[src/rtl/id_ex_skid_stage.sv]
// id_ex_skid_stage: ID->EX pipeline boundary with a two-entry skid buffer.
// Holds up to two issue groups of LANES instructions. The head group always
// lives in the main entry; the skid entry catches one extra group so that
// in_ready can be registered, which breaks the EX->ID stall path.
// Control fields are killed on flush; payload is never cleared by flush.
//
// Ports:
//   clk, rst_n              clock, synchronous active-low reset
//   flush                   kill all held and incoming groups
//   in_valid/in_ctrl/in_data  group offered by ID (lane i at [i*W +: W])
//   in_ready                registered; stage accepts a group this cycle
//   out_valid/out_ctrl/out_data  head group presented to EX
//   out_ready               EX consumes the head group this cycle
//   occupancy               groups held: 0, 1 or 2
module id_ex_skid_stage #(
  parameter int unsigned LANES  = 1,
  parameter int unsigned CTRL_W = 24,
  parameter int unsigned DATA_W = 129
) (
  input  logic                      clk,
  input  logic                      rst_n,
  input  logic                      flush,
  input  logic [LANES-1:0]          in_valid,
  input  logic [LANES*CTRL_W-1:0]   in_ctrl,
  input  logic [LANES*DATA_W-1:0]   in_data,
  output logic                      in_ready,
  output logic [LANES-1:0]          out_valid,
  output logic [LANES*CTRL_W-1:0]   out_ctrl,
  output logic [LANES*DATA_W-1:0]   out_data,
  input  logic                      out_ready,
  output logic [1:0]                occupancy
);

  localparam int unsigned CW = LANES * CTRL_W;
  localparam int unsigned DW = LANES * DATA_W;

  typedef enum logic [1:0] {
    EMPTY = 2'd0,
    HALF  = 2'd1,
    FULL  = 2'd2
  } state_t;

  state_t state_q, state_d;

  logic          push, pop;
  logic [CW-1:0] in_ctrl_m;

  // Datapath enables decoded from the current state and handshakes
  logic main_load_in, main_load_skid, main_kill;
  logic skid_load_in, skid_kill;
  logic in_ready_d;
  logic [1:0] occupancy_d;

  // Skid entry
  logic [LANES-1:0] skid_valid;
  logic [CW-1:0]    skid_ctrl;
  logic [DW-1:0]    skid_data;

  assign push = (|in_valid) & in_ready;
  assign pop  = (|out_valid) & out_ready;

  // Zero the control bundle of lanes that are not valid
  always_comb begin
    in_ctrl_m = '0;
    for (int unsigned i = 0; i < LANES; i++) begin
      if (in_valid[i]) begin
        in_ctrl_m[i*CTRL_W +: CTRL_W] = in_ctrl[i*CTRL_W +: CTRL_W];
      end
    end
  end

  // State register
  always_ff @(posedge clk) begin
    if (!rst_n) begin
      state_q <= EMPTY;
    end else begin
      state_q <= state_d;
    end
  end

  // Next-state logic
  always_comb begin
    state_d = state_q;
    if (flush) begin
      state_d = EMPTY;
    end else begin
      unique case (state_q)
        EMPTY: if (push) state_d = HALF;
        HALF: begin
          if (push && !pop) begin
            state_d = FULL;
          end else if (pop && !push) begin
            state_d = EMPTY;
          end
        end
        FULL:    if (pop) state_d = HALF;
        default: state_d = EMPTY;
      endcase
    end
  end

  // Output / enable decode
  always_comb begin
    main_load_in   = 1'b0;
    main_load_skid = 1'b0;
    main_kill      = 1'b0;
    skid_load_in   = 1'b0;
    skid_kill      = 1'b0;
    in_ready_d     = (state_d != FULL);
    occupancy_d    = 2'd0;

    unique case (state_d)
      HALF:    occupancy_d = 2'd1;
      FULL:    occupancy_d = 2'd2;
      default: occupancy_d = 2'd0;
    endcase

    if (!flush) begin
      unique case (state_q)
        EMPTY: main_load_in = push;
        HALF: begin
          main_load_in = push & pop;
          skid_load_in = push & ~pop;
          main_kill    = pop & ~push;
        end
        FULL: begin
          main_load_skid = pop;
          skid_kill      = pop;
        end
        default: ;
      endcase
    end
  end

  // Registered handshake and occupancy outputs
  always_ff @(posedge clk) begin
    if (!rst_n) begin
      in_ready  <= 1'b1;
      occupancy <= 2'd0;
    end else begin
      in_ready  <= in_ready_d;
      occupancy <= occupancy_d;
    end
  end

  // Main (head) entry; flush kills valid and ctrl but keeps payload
  always_ff @(posedge clk) begin
    if (!rst_n) begin
      out_valid <= '0;
      out_ctrl  <= '0;
      out_data  <= '0;
    end else if (flush) begin
      out_valid <= '0;
      out_ctrl  <= '0;
    end else if (main_load_in) begin
      out_valid <= in_valid;
      out_ctrl  <= in_ctrl_m;
      out_data  <= in_data;
    end else if (main_load_skid) begin
      out_valid <= skid_valid;
      out_ctrl  <= skid_ctrl;
      out_data  <= skid_data;
    end else if (main_kill) begin
      out_valid <= '0;
      out_ctrl  <= '0;
    end
  end

  // Skid entry; only written when the head is stalled
  always_ff @(posedge clk) begin
    if (!rst_n) begin
      skid_valid <= '0;
      skid_ctrl  <= '0;
      skid_data  <= '0;
    end else if (flush) begin
      skid_valid <= '0;
      skid_ctrl  <= '0;
    end else if (skid_load_in) begin
      skid_valid <= in_valid;
      skid_ctrl  <= in_ctrl_m;
      skid_data  <= in_data;
    end else if (skid_kill) begin
      skid_valid <= '0;
      skid_ctrl  <= '0;
    end
  end

endmodule

[config.mk]
export PLATFORM = sky130hd
export DESIGN_NAME = id_ex_skid_stage
export DESIGN_NICKNAME = d
export VERILOG_FILES = /design/src/rtl/id_ex_skid_stage.sv
export SDC_FILE = /design/constraint.sdc
export NUM_CORES = 1
export LEC_CHECK = 0
export ABC_AREA = 1
export CAP_MARGIN = 20
export CORE_MARGIN = 3
export CORE_UTILIZATION = 45
export CTS_CLUSTER_DIAMETER = 40
export CTS_CLUSTER_SIZE = 16
export DETAILED_ROUTE_END_ITERATION = 7
export PLACE_DENSITY = 0.73
export SYNTH_ARGS = -nofsm -noshare
export SYNTH_HDL_FRONTEND = slang
export SYNTH_SLANG_ARGS = --single-unit
[constraint.sdc]
create_clock -name clk -period 1.9 [get_ports clk]
set_clock_uncertainty 0.2 [all_clocks]
set_input_delay 0.38 -clock clk [delete_from_list [all_inputs] [get_ports clk]]
set_output_delay 0.38 -clock clk [all_outputs]
set_load 0.01 [all_outputs]
==> results.md, run 1 <==
* Final ANT Viol Nets at 0
* Max-Slew Margin vs Limit at 70.29%
* Synth top cells by count: nand3_1, nand2_1, nor2_1, dfxtp_1, inv_1
* WS Path Type: reg2out
* Synth area leader: dfxtp_1
* CP bufs+invs at 2
* GRT Resource Usage Total at 25.64%
* Yosys top cell area share at 46.26%
* Ys async rst share at 0%
* Area of the multi-input gates at 5826 sq um
* CP Max Fanout at 2
* R2r endpoint: out_ctrl[2]
* DRT Wirelength at 43020 um
* Inserted Clock Buffers at 47
* Final Setup Violations at 0
* Worst R2R Start: out_valid
* Fin crit period at 1860 ps
* Syn_nets at 2146
* Type of the worst min-delay path: in2reg
* Sequential-to-total area share from yosys stat at 46.26%
* First-pass GRT wire length at 70620 um
* CP peak stage delay at 350 ps
* ANT cells at 0
* Wire per inst at 15.95 um
* Critical path required time at 1320 ps
* FF+latch count, synth at 313
* Initial antenna violation count at 0
* Iter 0 DRT Violations at 1286
* Die X at 179.5 um
* Port Buffer Count at 314
* Gpl congestion at 0.8243
* Reg clk slew, reported paths at 50 ps
* Core Util, Final at 65.50%
* Final Max Slew Viols at 0
* Worst-Margin Slew at 445.7 ps
* Post-DP HPWL at 27370 um
* Ys Warns at 0
* Die Footprint at 32220 sq um
* Layout area overhead at 41.04%
* Placed cell areas at 17530 sq um
* Layout cells sized above 1 at 7.696%
* Arrival @ worst endpoint at 1280 ps
* Leak pwr at 0.009432 uW
* Main flop type after synthesis: dfxtp_1
* Reg area at 6266 sq um
* Maximum vdd drop at 0.0006652 V
* Netlist cell types at 22
* PD cells at 945.2 nW/um^2
* Min-delay src: rst_n
* Syn avg cell area at 6.814 sq um
* Post-layout nets at 2435
* Worst-path cell chain: buf_4, dlygate4sd2_1
* Remaining global-route overflow at 0
* Outcome: finished clean
* Final Cell Area at 19100 sq um
* FP Rows at 62
* Initial Util at 46.44%
* Area of the core at 29170 sq um
* Reg2Reg Depth at 9
* Tcrit/Tclk final at 97.87%
* Total power at 18060 uW
* Source-to-sink clock delay at the later pin of the worst-skew pair at 530 ps
* Netlist Area Pre-Place at 13550 sq um
* Place WS at -454.4 ps
* Post-synth EDFFs at 0
* Hold Crit Depth at 3
* Crit start category: register
* Most common cell in the netlist: nand3_1
* CP endpoint kind: output port
* Top post-synthesis cells by area: dfxtp_1, nand3_1, nand2_1, nor2_1, inv_1
* Pin count of the biggest net entering global routing at 77
* Hold-fix buffers, CTS at 0
* H-tree Lvls at 2
* Unrepaired setup endpoints after global routing: no
* Ports at 315
* Critical Path Slowest Stage Cell: dfxtp_1
* Filler Cell Count at 2533
* R2r setup slk at 150 ps
* Clock sink count at 313
* Total of max-cap violations at 0
* Die Ht at 179.5 um
* Crit path max-delay family: buffers and inverters
* Hold Path End: out_data[0]
* Vias in the first global route at 13900
* Via count at 14176
* Vias per cell at 5.256
* Worst Setup Slack, final at 40.46 ps
* CTS tree: done
* Max Clock Freq at 537.8 MHz
* Post-Syn Instances at 1988
* Clock buffer depth at 3
* Clk root buf: clkbuf_16
* Hold Fails Final Rpt at 0
* DRC errors left at 0
* DR pass1 iterations at 5
## per-stage QoR
stage | instances | setup TNS [ps] | hold WS, ps
6_report | 2697 | 0 | 67.04
5_1_grt | 2697 | 0 | 71.84
4_1_cts | 2696 | 0 | 48.55
3_5_place_dp | 2611 | -113720 | 241.4
3_3_place_gp | 2611 | -106040 | 232.1
2_1_floorplan | 1988 | 0 | 224.7
## state kept, by name, summed over array words and instances, names as in the netlist
signal / flops
occupancy: 2
in_ready: 1
out_valid: 1
state_q: 2
skid_valid: 1
out_ctrl: 24
skid_ctrl: 24
out_data: 129
skid_data: 129
## power breakdown
part	internal, uW	switching [uW]	total [uW]
clock	6270	3130	9410
combinational	824	917	1740
sequential	6790	123	6910
total	13900	4170	18100
## final cells by class
cell class / count / area share (%)
Sequential cell: 313 / 32.80
Multi-Input combinational cell: 1313 / 30.49
Timing Repair Buffer: 395 / 21.10
Clock buffer: 61 / 6.916
Inverter: 207 / 4.093
Tap cell: 384 / 2.515
Clock inverter: 24 / 2.089
## routing by layer
| metal | wire, um | vias up | track usage [%] |
|---|---|---|---|
| met1 | 18370 | 6508 | 33.88 |
| met5 | 0 | - | 0 |
| li1 | - | 6911 | - |
| met3 | 3393 | 89 | 4.790 |
| met4 | 1362 | 0 | 9.561 |
| met2 | 19900 | 668 | 41.96 |
## worst max-delay path by stage
| stage | startpoint | cells past startpoint | endpoint |
|---|---|---|---|
| floorplan | out_valid | 9 | out_data[116] |
| global placement | out_ready | 10 | out_data[128] |
| detailed placement | flush | 8 | skid_data[68] |
| CTS | out_valid | 2 | out_valid |
| global route | out_valid | 2 | out_valid |
| finish | out_valid | 2 | out_valid |
## worst register-to-register path, stage by stage (launching register included)
cell and delay, ps:
dfxtp_1 350, nand2_2 80, buf_4 160, nand2_4 90, buf_4 220, buf_4 260, nand3_1 100, nand2_1 80
nor2_1 50, nor2_1 100
## timing repair
| item | 4_1_cts | 5_1_grt |
|---|---|---|
| gates resized for setup | 157 | 5 |
| gates cloned | 0 | 1 |
| setup endpoints to repair | 157 | 25 |
| setup buffers | 0 | 0 |
## logic make-up (layout without fill, tap and decap cells)
| kind of cell | after synthesis | in the layout | share of synthesized area, % |
|---|---|---|---|
| AO/OA/AOI/OAI | 229 | 229 | 8.480 |
| buffers and inverters | 362 | 687 | 11.02 |
| flip-flops | 313 | 313 | 46.26 |
| AND/OR/NAND/NOR | 1084 | 1084 | 34.24 |
## placed cells by master, fill, tap and decap left out, types with 4 or more instances in the layout
cell type / instances
nand3_1: 365
buf_4: 45
a21oi_1: 80
clkbuf_8: 5
nand2_1: 349
clkinv_2: 6
o21ai_0: 121
clkdlybuf4s50_1: 155
dlygate4sd2_1: 157
nor2_4: 4
nor2_1: 331
dfxtp_1: 313
nand4_1: 25
bufinv_16: 10
inv_1: 202
o21ai_1: 27
buf_12: 35
inv_6: 5
clkbuf_1: 7
clkbuf_16: 50
(Power assumes the default switching activity.)
==> run 2, diff against run 1 <==
- CELL_PAD_IN_SITES_DETAIL_PLACEMENT: unset -> 0
- CELL_PAD_IN_SITES_GLOBAL_PLACEMENT: unset -> 2
- CORE_UTILIZATION: 45 -> 27
- PLACE_DENSITY: 0.73 -> unset
- PLACE_DENSITY_LB_ADDON: unset -> 0.1
==> results.md, run 2 (synthesis results as in run 1) <==
* Total of max-cap violations at 0 (unchanged)
* Arrival @ worst endpoint at 2150 ps (was 1280 ps)
* WS Path Type: in2reg (was reg2out)
* Die X at 230.0 um (was 179.5 um)
* Final Max Slew Viols at 0 (unchanged)
* Final ANT Viol Nets at 0 (unchanged)
* Non-filler instance count after layout at 3044 (was 2697)
* Most common cell after layout, fill and taps aside: nand3_1 (unchanged)
* Layout area overhead at 52.79% (was 41.04%)
* Iter 0 DRT Violations at 830 (was 1286)
* Critical Path Slowest Stage Cell: clkdlybuf4s50_1 (was dfxtp_1)
* Remaining global-route overflow at 0 (unchanged)
* Crit path max-delay family: buffers and inverters (unchanged)
* Crit start category: input pin (was register)
* Placed insts at 2898 (was 2611)
* Initial antenna violation count at 7 (was 0)
* Tcrit/Tclk final at 97.90% (was 97.87%)
* Most frequent cells in the layout: nand3_1, nand2_1, nor2_1, dfxtp_1, inv_1 (was nand3_1, nand2_1, nor2_1)
* DR WL met3 at 3142 um (was 3393 um)
* Fin crit period at 1860 ps (about the same)
* Max Clock Freq at 537.6 MHz (was 537.8 MHz)
* Worst-path cell chain: clkdlybuf4s50_1, nand2_4, buf_4, nand2_2, nor2_4, buf_12, inv_6, buf_12, nand3_1, a21oi_1 (was buf_4, dlygate4sd2_1)
* Die Ht at 230.0 um (was 179.5 um)
* Post-layout nets at 2477 (was 2435)
* Type of the worst min-delay path: in2reg (unchanged)
* Area of the core at 49250 sq um (was 29170 sq um)
* CTS tree: done (unchanged)
* Final Setup Violations at 0 (unchanged)
* Via count at 14004 (was 14176)
* CP bufs+invs at 5 (was 2)
* FP Rows at 81 (was 62)
* Top layer in use: met5 (was met4)
* Most used cell, CP: buf_12
* CP peak stage delay at 580 ps (was 350 ps)
* DRT Wirelength at 52700 um (was 43020 um)
* Post-DP HPWL at 31710 um (was 27370 um)
* Initial Util at 27.50% (was 46.44%)
* PD cells at 1052 nW/um^2 (was 945.2 nW/um^2)
* Gpl congestion at 0.7447 (was 0.8243)
* Wire per inst at 17.31 um (was 15.95 um)
* Leak pwr at 0.009971 uW (was 0.009432 uW)
* Reg clk slew, reported paths at 40 ps (was 50 ps)
* Unrepaired setup endpoints after global routing: yes (was no)
* Die Footprint at 52890 sq um (was 32220 sq um)
* CP Max Fanout at 39 (was 2)
* Total power at 21780 uW (was 18060 uW)
* Maximum vdd drop at 0.0005047 V (was 0.0006652 V)
* CP endpoint kind: register (was output port)
* M1 WL at 23930 um (was 18370 um)
* Layout cells sized above 1 at 11.52% (was 7.696%)
* Vias in the first global route at 13348 (was 13900)
* Inserted Clock Buffers at 72 (was 47)
* Area of the multi-input gates at 5913 sq um (was 5826 sq um)
* Filler Cell Count at 5189 (was 2533)
* Reg area at 6274 sq um (was 6266 sq um)
* DRC errors left at 0 (unchanged)
* GRT Resource Usage Total at 19.08% (was 25.64%)
* Critical path required time at 2190 ps (was 1320 ps)
* DR pass1 iterations at 6 (was 5)
* Port Buffer Count at 314 (unchanged)
* Outcome: finished clean (unchanged)
* Vias per cell at 4.601 (was 5.256)
* First-pass GRT wire length at 79830 um (was 70620 um)
* Source-to-sink clock delay at the later pin of the worst-skew pair at 580 ps (was 530 ps)
* Ports at 315 (unchanged)
* H-tree Lvls at 3 (was 2)
* Pin count of the biggest net entering global routing at 108 (was 77)
* Worst-Margin Slew at 522.7 ps (was 445.7 ps)
* Max-Slew Margin vs Limit at 65.16% (was 70.29%)
* Met2 Wirelength at 24670 um (was 19900 um)
* Hold Fails Final Rpt at 0 (unchanged)
* Clock buffer depth at 3 (unchanged)
* Clock sink count at 313 (unchanged)
* Clk root buf: clkbuf_16 (unchanged)
* Biggest regs: out_data: 129 flops, skid_data: 129 flops (unchanged)
run 2: cell count changes in the layout (fill, tap and decap cells not counted), moves of 6 or more:
cell,previous run,this run
buf_6,0,6
nor2_2,3,26
clkbuf_8,5,16
dlygate4sd2_1,157,148
dfxtp_2,0,6
nor2_1,331,307
buf_12,35,29
clkbuf_16,50,79
dfxtp_1,313,307
clkdlybuf4s15_1,0,6
run 2: worst reg2reg max path, cell delays in order (launching register included):
cell and delay [ps]:
dfxtp_2 350, nand2_4 70, inv_2 80, buf_4 120, nand2_2 70, nor2_4 150, buf_12 140, inv_6 60
buf_12 150, buf_12 170, nor2_1 110, nor2_1 50
run 2: per-stage QoR:
| stage | util [%] | hold WS (ps) | cell area [sq um] | worst slack [ps] | TNS, ps |
|---|---|---|---|---|---|
| after global placement | 36.35 | 232.5 | 17910 | -839.9 | -172690 |
| after floorplan | - | 224.7 | 13550 | 180.8 | 0 |
| after CTS | 41.30 | 162.2 | 20340 | 5.240 | 0 |
| after global routing | 42.01 | 192.5 | 20690 | -28.64 | -39.12 |
| final | 42.02 | 203.8 | 20700 | 39.91 | 0 |
| after detailed placement | 36.38 | 238.5 | 17920 | -680.6 | -172280 |
run 2: power breakdown:
group / switching [uW] / leakage, uW / internal, uW
sequential: 121 / 0.00254 / 6810
combinational: 972 / 0.00617 / 851
clock: 4010 / 0.00125 / 9020
run 2: metal layers:
layer | vias to the layer above | global-route usage (%)
li1 | 7031 | -
met1 | 6517 | 25.10
met2 | 374 | 30.78
met3 | 74 | 5.265
met4 | 8 | 5.183
met5 | - | 0
run 2: final timing paths:
path | start | endpoint | slack (ps) | depth (start not counted)
worst min register to register | skid_data[119] | skid_data[119] | 240 | 2
worst max-delay path | out_ready | skid_ctrl[5] | 40 | 10
worst max register to register | in_ready | skid_data[50] | 80 | 11
worst min-delay path | in_ctrl[22] | skid_ctrl[22] | 200 | 3
run 2: cell type report:
| class | count | share of cell area, % |
|---|---|---|
| timing repair inverter | 1 | 0.04232 |
| clock inverter | 34 | 2.394 |
| sequential | 313 | 30.31 |
| inverter | 207 | 3.839 |
| clock buffer | 99 | 10.07 |
| antenna | 2 | 0.02418 |
| multi-input combinational | 1313 | 28.57 |
| timing repair buffer | 411 | 20.73 |
| tap | 664 | 4.014 |
run 2: timing repair:
item,in CTS,in global routing
endpoints found under the hold margin,1,0
pin swaps,0,3
gates resized for setup,168,60
cloned,0,7
setup endpoints to repair,256,273
buffers inserted,0,3
hold buffers,1,0
